==> src/rtl/keypad_scanner.sv <==
// keypad_scanner: column-scans a 4x4 active-low matrix keypad and publishes
// the complete 16-bit key map once per full scan. No debounce and no
// multi-key resolution; the downstream jitter controller handles both.
//
// Handshake: scan_valid is a single-cycle pulse with no ready/back-pressure.
// It is high in exactly the cycle in which a newly published keys_pressed
// first appears. keys_pressed stays stable until the next pulse.
module keypad_scanner #(
    parameter int SETTLE_CYCLES = 1000
) (
    input  logic        clk,
    input  logic        reset,
    input  logic [3:0]  rows,
    output logic [3:0]  cols,
    output logic [15:0] keys_pressed,
    output logic        scan_valid
);

    localparam int            CW       = $clog2(SETTLE_CYCLES);
    localparam logic [CW-1:0] CNT_LAST = CW'(SETTLE_CYCLES - 1);

    typedef enum logic [1:0] {
        COL0 = 2'd0,
        COL1 = 2'd1,
        COL2 = 2'd2,
        COL3 = 2'd3
    } state_t;

    state_t        state_q, state_d;
    logic [CW-1:0] cnt_q, cnt_d;
    logic [3:0]    sync1_q, sync2_q;
    logic [11:0]   shadow_q, shadow_d;
    logic [15:0]   keys_q, keys_d;
    logic          valid_q, valid_d;
    logic          sample_edge;
    logic [3:0]    pressed_col;

    // The last settle count marks the edge on which the driven column is sampled.
    assign sample_edge = (cnt_q == CNT_LAST);
    assign pressed_col = ~sync2_q;

    // Two-flop synchronizer on the asynchronous row lines. The reset value is idle (no key).
    always_ff @(posedge clk) begin
        if (!reset) begin
            sync1_q <= 4'b1111;
            sync2_q <= 4'b1111;
        end else begin
            sync1_q <= rows;
            sync2_q <= sync1_q;
        end
    end

    // State, settle counter, shadow and published map registers.
    always_ff @(posedge clk) begin
        if (!reset) begin
            state_q  <= COL0;
            cnt_q    <= '0;
            shadow_q <= '0;
            keys_q   <= '0;
            valid_q  <= 1'b0;
        end else begin
            state_q  <= state_d;
            cnt_q    <= cnt_d;
            shadow_q <= shadow_d;
            keys_q   <= keys_d;
            valid_q  <= valid_d;
        end
    end

    // Next state, shadow capture and publish. The column drive is decoded from the current state.
    always_comb begin
        state_d  = state_q;
        cnt_d    = cnt_q + CW'(1);
        shadow_d = shadow_q;
        keys_d   = keys_q;
        valid_d  = 1'b0;
        cols     = 4'b1110;

        case (state_q)
            COL0:    cols = 4'b1110;
            COL1:    cols = 4'b1101;
            COL2:    cols = 4'b1011;
            COL3:    cols = 4'b0111;
            default: cols = 4'b1110;
        endcase

        if (sample_edge) begin
            cnt_d = '0;
            case (state_q)
                COL0: begin
                    state_d        = COL1;
                    shadow_d[3:0]  = pressed_col;
                end
                COL1: begin
                    state_d        = COL2;
                    shadow_d[7:4]  = pressed_col;
                end
                COL2: begin
                    state_d        = COL3;
                    shadow_d[11:8] = pressed_col;
                end
                COL3: begin
                    // Publish the whole map at once so that a partial scan never shows.
                    state_d = COL0;
                    keys_d  = {pressed_col, shadow_q};
                    valid_d = 1'b1;
                end
                default: state_d = COL0;
            endcase
        end
    end

    assign keys_pressed = keys_q;
    assign scan_valid   = valid_q;

endmodule

==> config.mk <==
export PLATFORM = sky130hd
export DESIGN_NAME = keypad_scanner
export DESIGN_NICKNAME = d
export VERILOG_FILES = /design/src/rtl/keypad_scanner.sv
export SDC_FILE = /design/constraint.sdc
export NUM_CORES = 1
export LEC_CHECK = 0
export CELL_PAD_IN_SITES_DETAIL_PLACEMENT = 0
export CELL_PAD_IN_SITES_GLOBAL_PLACEMENT = 2
export CORE_UTILIZATION = 36
export DETAILED_ROUTE_END_ITERATION = 7
export HOLD_SLACK_MARGIN = 0.1
export PLACE_DENSITY_LB_ADDON = 0.1
export SLEW_MARGIN = 10
export SYNTH_ARGS = -nofsm -noshare
export SYNTH_HDL_FRONTEND = slang
export SYNTH_SLANG_ARGS = --single-unit
export TNS_END_PERCENT = 20
==> constraint.sdc <==
create_clock -name clk -period 3.1 [get_ports clk]
set_input_delay 0.465 -clock clk [delete_from_list [all_inputs] [get_ports clk]]
set_output_delay 0.465 -clock clk [all_outputs]
set_load 0.05 [all_outputs]
# Word-level counts from Yosys, hierarchy flattened
# Index checks and enable logic that the tools add are counted.
# totals
input_bits	6
reg_bits	49
wordCells	26
# op_classes
bitwise	2
n_reduce_logical	7
addsub	1
eq_ne	4
mux	3
# ops
operator	count
one-hot mux 4 bit (4 select lines)	1
adder 10 x 1 -> 10 bit (second input constant)	1
equality test 10 bit (second input constant)	1
AND reduction 2 bit	5
one-hot mux 2 bit (4 select lines)	1
equality test 2 bit (second input constant)	2
NOT 4 bit	1
equality test 2 x 1 -> 1 bit (second input constant)	1
zero test 2 bit	1
OR reduction 2 bit	1
2-to-1 mux 1 bit	1
NOT 1 bit	1

# Depth between registers and ports, before layout
# logic_depth
ltp_word	2
depth_mapped	6

# Least setup slack after synthesis
# Ideal clock, no wire load.
# synth_path
path_kind	flip-flop to flip-flop
start	register cnt_q[0]
end	register keys_q[12] (netlist: keys_pressed[12])
arrival_ps	1368
synth_period_minus_slack_ps	1489
slack_ps	1611
stages_incl_launch_ff	7
path_cell_list	dfxtp_1 > ha_1 > and4bb_2 > nand4_1 > buf_4 > buf_6 > mux2i_1
# synth_between
elab_chain_len	2
# synth_rtl
item	line_no	source
from (decl)	30	logic [CW-1:0] cnt_q, cnt_d;
from (signal assigned)	63	cnt_q <= cnt_d;
equality test 10 bit	39	assign sample_edge = (cnt_q == CNT_LAST);
AND reduction 2 bit (no line)	-	
to (signal assigned)	65	keys_q <= keys_d;
to (decl)	33	logic [15:0] keys_q, keys_d;
# No other way between the ends.
# A chain may end at the register's enable or synchronous reset.

# Worst setup path after layout
# layout_path
start	register state_q[0]
end	output cols[0]
# layout_between
elab_chain_len	2
# layout_rtl
item	line_no	source
from (decl)	29	state_t state_q, state_d;
from (signal assigned)	62	state_q <= state_d;
equality test 2 bit, or another cell as far along	79	case (state_q)
one-hot mux 4 bit (4 select lines) *	79	
to (decl)	14	output logic [3:0] cols,
# Every way passes the cells marked *; elsewhere a longest branch is shown, timed or not.

==> flow_summary_export.csv <==
group,metric,value,unit
cts,cts_inserted_buffers,5,
placement,gp_congestion,0.7760,
timing,slew_headroom,63.56,%
hold_path,hold_path_end,"sync2_q[1]",
hold_path,whs_path_depth,1,
critical_path,r2r.worst_path.cells,4,
critical_path,max_stage_delay,0.79,ns
grt,use_met3,4.418,%
timing,hold_viol,0,
placement,portBuffers,26,
die,fp.dieW,75.23,µm
detailed_routing,post_drt_wl_per_cell,13.03,µm
synthesis,ys_ff_latch,49,
synthesis,synth_common_cells,"49 x dfxtp_1, 34 x nand2_1, 29 x mux2i_1, 13 x nand2b_1, 9 x inv_1",
critical_path,regToRegEndpoint,"shadow_q[1]",
detailed_routing,vias,1369,
critical_path,cp.required,2.63,ns
cts,hold_buffers,0,
grt,grt_overflow,0,
timing,drv_slew,0,
timing,finalSetupTns,0,ns
power_and_ir_drop,power_density,445.7,mW/mm²
detailed_routing,antenna_left,0,
layout,drive_above_1_share,4.566,%
critical_path,r2r_start,"cnt_q[0]",
detailed_routing,vias_per_cell,4.737,
hold_path,hold_path.class,"reg -> reg",
cts,clk_pin_slew,0.08,ns
grt,grt_pass1_wl,6.009,mm
cts,cts_resized,0,
placement,dpl.hpwl,2.684,mm
cts,clock_latency,0.30,ns
synthesis,synth_largest_area_cell,"dfxtp_1",
detailed_routing,detail_route.wirelength,3.767,mm
timing,setup_viol,0,
grt,grt_pass1_vias,1295,
power_and_ir_drop,leakage,0.001012,µW
synthesis,synth_ff_type,"dfxtp_1",
critical_path,worstPathArrival,1.94,ns
die,core.rowCount,26,
critical_path,crit_type,"reg -> out",
synthesis,synth_nets,206,
synthesis,ys_seq_area_share,50.81,%
cts,cts_htree_levels,2,
detailed_routing,drt-pass1-iter-count,4,
critical_path,critPathLaunch,"state_q[0]",
cts,cts_buffer_depth,2,
timing,max_freq,0.4165,GHz
die,io-pin-count,27,
layout,syn_to_final_growth,20.80,%
cts,cts_sinks,49,
power_and_ir_drop,p_total,1039,µW
hold_path,min_from,"sync1_q[1]",
synthesis,synthCells,192,
die,die_area,0.005660,mm²
run_status,status,"finished clean",
grt,grt_util_met2,26.73,%
detailed_routing,drtIter0Drc,46,
synthesis,postSynthAreaPerCell,10.06,µm²
layout,nets,234,
synthesis,ys_top_cells_by_area,"dfxtp_1 51%, mux2i_1 15%, nand2_1 6.6%",
synthesis,netlist_area,0.001931,mm²
synthesis,synth.most_common_cell,"dfxtp_1",
layout,antennaDiodeCount,0,
critical_path,cpMostUsedCell,"inv_1",
critical_path,crit_slowest_cell,"clkdlybuf4s50_1",
timing,worstMarginPinSlew,0.5450,ns
die,die_h,75.23,µm
detailed_routing,route.detailed.drc,0,
synthesis,synth_edf_count,0,
cts,cts_setup_buffers,0,
synthesis,yosys_warnings,0,
critical_path,timing.reg2reg.setup_slack,1.44,ns
synthesis,yosys.cell_types.count,28,
critical_path,cp_max_fo,5,
die,initial_utilization,37.56,%
synthesis,async_flop_share,0,%
grt,gr-usage-met1,16.54,%
timing,period_minus_slack,2.401,ns
timing,finalClockSkew,0.002789,ns
critical_path,cp-start-kind,"register",
power_and_ir_drop,vdd_ir_drop_max,0.2595,mV
critical_path,crit_chain,"inv_1 -> ha_1 -> inv_1 -> clkdlybuf4s50_1",
grt,grt_max_degree,29,
synthesis,synth_top_area_share,50.81,%
grt,grt.busiest_layer,"met2",
grt,track_usage,14.85,%
cts,cts_tree,"built",
flow_run,max_cap_viol_count,0,
timing,rsz0062_at_grt,"false",
timing,finalCritPeriodShare,77.45,%
cts,clockRootBuffer,"clkbuf_8",
die,core,0.005140,mm²
critical_path,cp-end-kind,"output pin",
grt,antenna_found_initial,0,
[cell type report]
class	count	area [µm²]
fill	519	2808
sequential	49	980.9
multi-input combinational	126	873.3
timing repair buffer	29	282.8
tap	70	87.58
clock buffer	5	68.82
inverter	9	33.78
clock inverter	1	5.005
[metrics by stage]
step / utilization (%) / cells / setup WS, ns / hold WS, ns / instance area (µm²)
6_report: 45.37 / 289 / 0.6990 / 0.4128 / 2332
5_1_grt: 45.37 / 289 / 0.6118 / 0.4437 / 2332
4_1_cts: 45.37 / 289 / 0.6905 / 0.4128 / 2332
3_5_place_dp: 43.94 / 283 / 1.023 / 0.3932 / 2258
3_3_place_gp: 43.94 / 283 / 1.074 / 0.3917 / 2258
2_1_floorplan: - / 192 / 1.611 / 0.3863 / 1931
[per-layer routing]
layer,vias to the layer above,wire [µm]
met4,0,50
li1,703,-
met3,5,123
met1,641,1742
met5,-,0
met2,20,1851
[cells in the final DEF (no fill, tap or decap)]
cell type and instances:
dfxtp_1 49, nand2_1 34, mux2i_1 29, clkdlybuf4s50_1 26, nand2b_1 13, inv_1 9
ha_1 8, nand4_1 6, nand3_1 5, nor2_1 5, clkbuf_8 5, o211ai_1 4
or3_1 3, buf_4 3, o31ai_1 2, a31oi_1 2, or4_1 2, and3_1 2
o21ai_0 2, a21oi_1 2, xor2_1 2, and4bb_2 1, and4_1 1, nand4bb_1 1
o311a_1 1, xnor2_1 1, clkinv_2 1
[power by group]
| part | internal, µW | switching (µW) | total, µW |
|---|---|---|---|
| combinational | 19.4 | 22.7 | 42.1 |
| sequential | 642 | 11.1 | 653 |
| clock | 149 | 196 | 345 |
| total | 810 | 230 | 1040 |
[registers in the layout, summed over array words and instances, names as in the netlist]
name	count
sync2_q	4
sync1_q	4
cnt_q	10
shadow_q	12
state_q	2
scan_valid	1
keys_pressed	16
[cells by family (layout without fill, tap and decap cells)]
group / after synthesis / in the layout / share of synthesized area, %
buffers and inverters: 17 / 44 / 3.953
XOR/XNOR: 3 / 3 / 1.361
flip-flops: 49 / 49 / 50.81
multiplexers: 29 / 29 / 15.04
AO/OA/AOI/OAI: 13 / 13 / 4.536
AND/OR/NAND/NOR: 73 / 73 / 19.12
adder cells (fa/ha/maj): 8 / 8 / 5.185
[critical path: cells and delay by family (launching register included)]
kind	cells	cell delay, ns
flip-flops	1	0.42
adder cells (fa/ha/maj)	1	0.25
buffers and inverters	3	0.97
[worst max path at each step]
stage                                  end  slack (ns)
after floorplan           keys_pressed[12]        1.61
after global placement             cols[0]        1.07
after detailed placement           cols[0]        1.02
after CTS                          cols[0]        0.69
after global routing               cols[0]        0.61
final                              cols[0]        0.70
No activity file was read; power rests on OpenSTA's default activity.
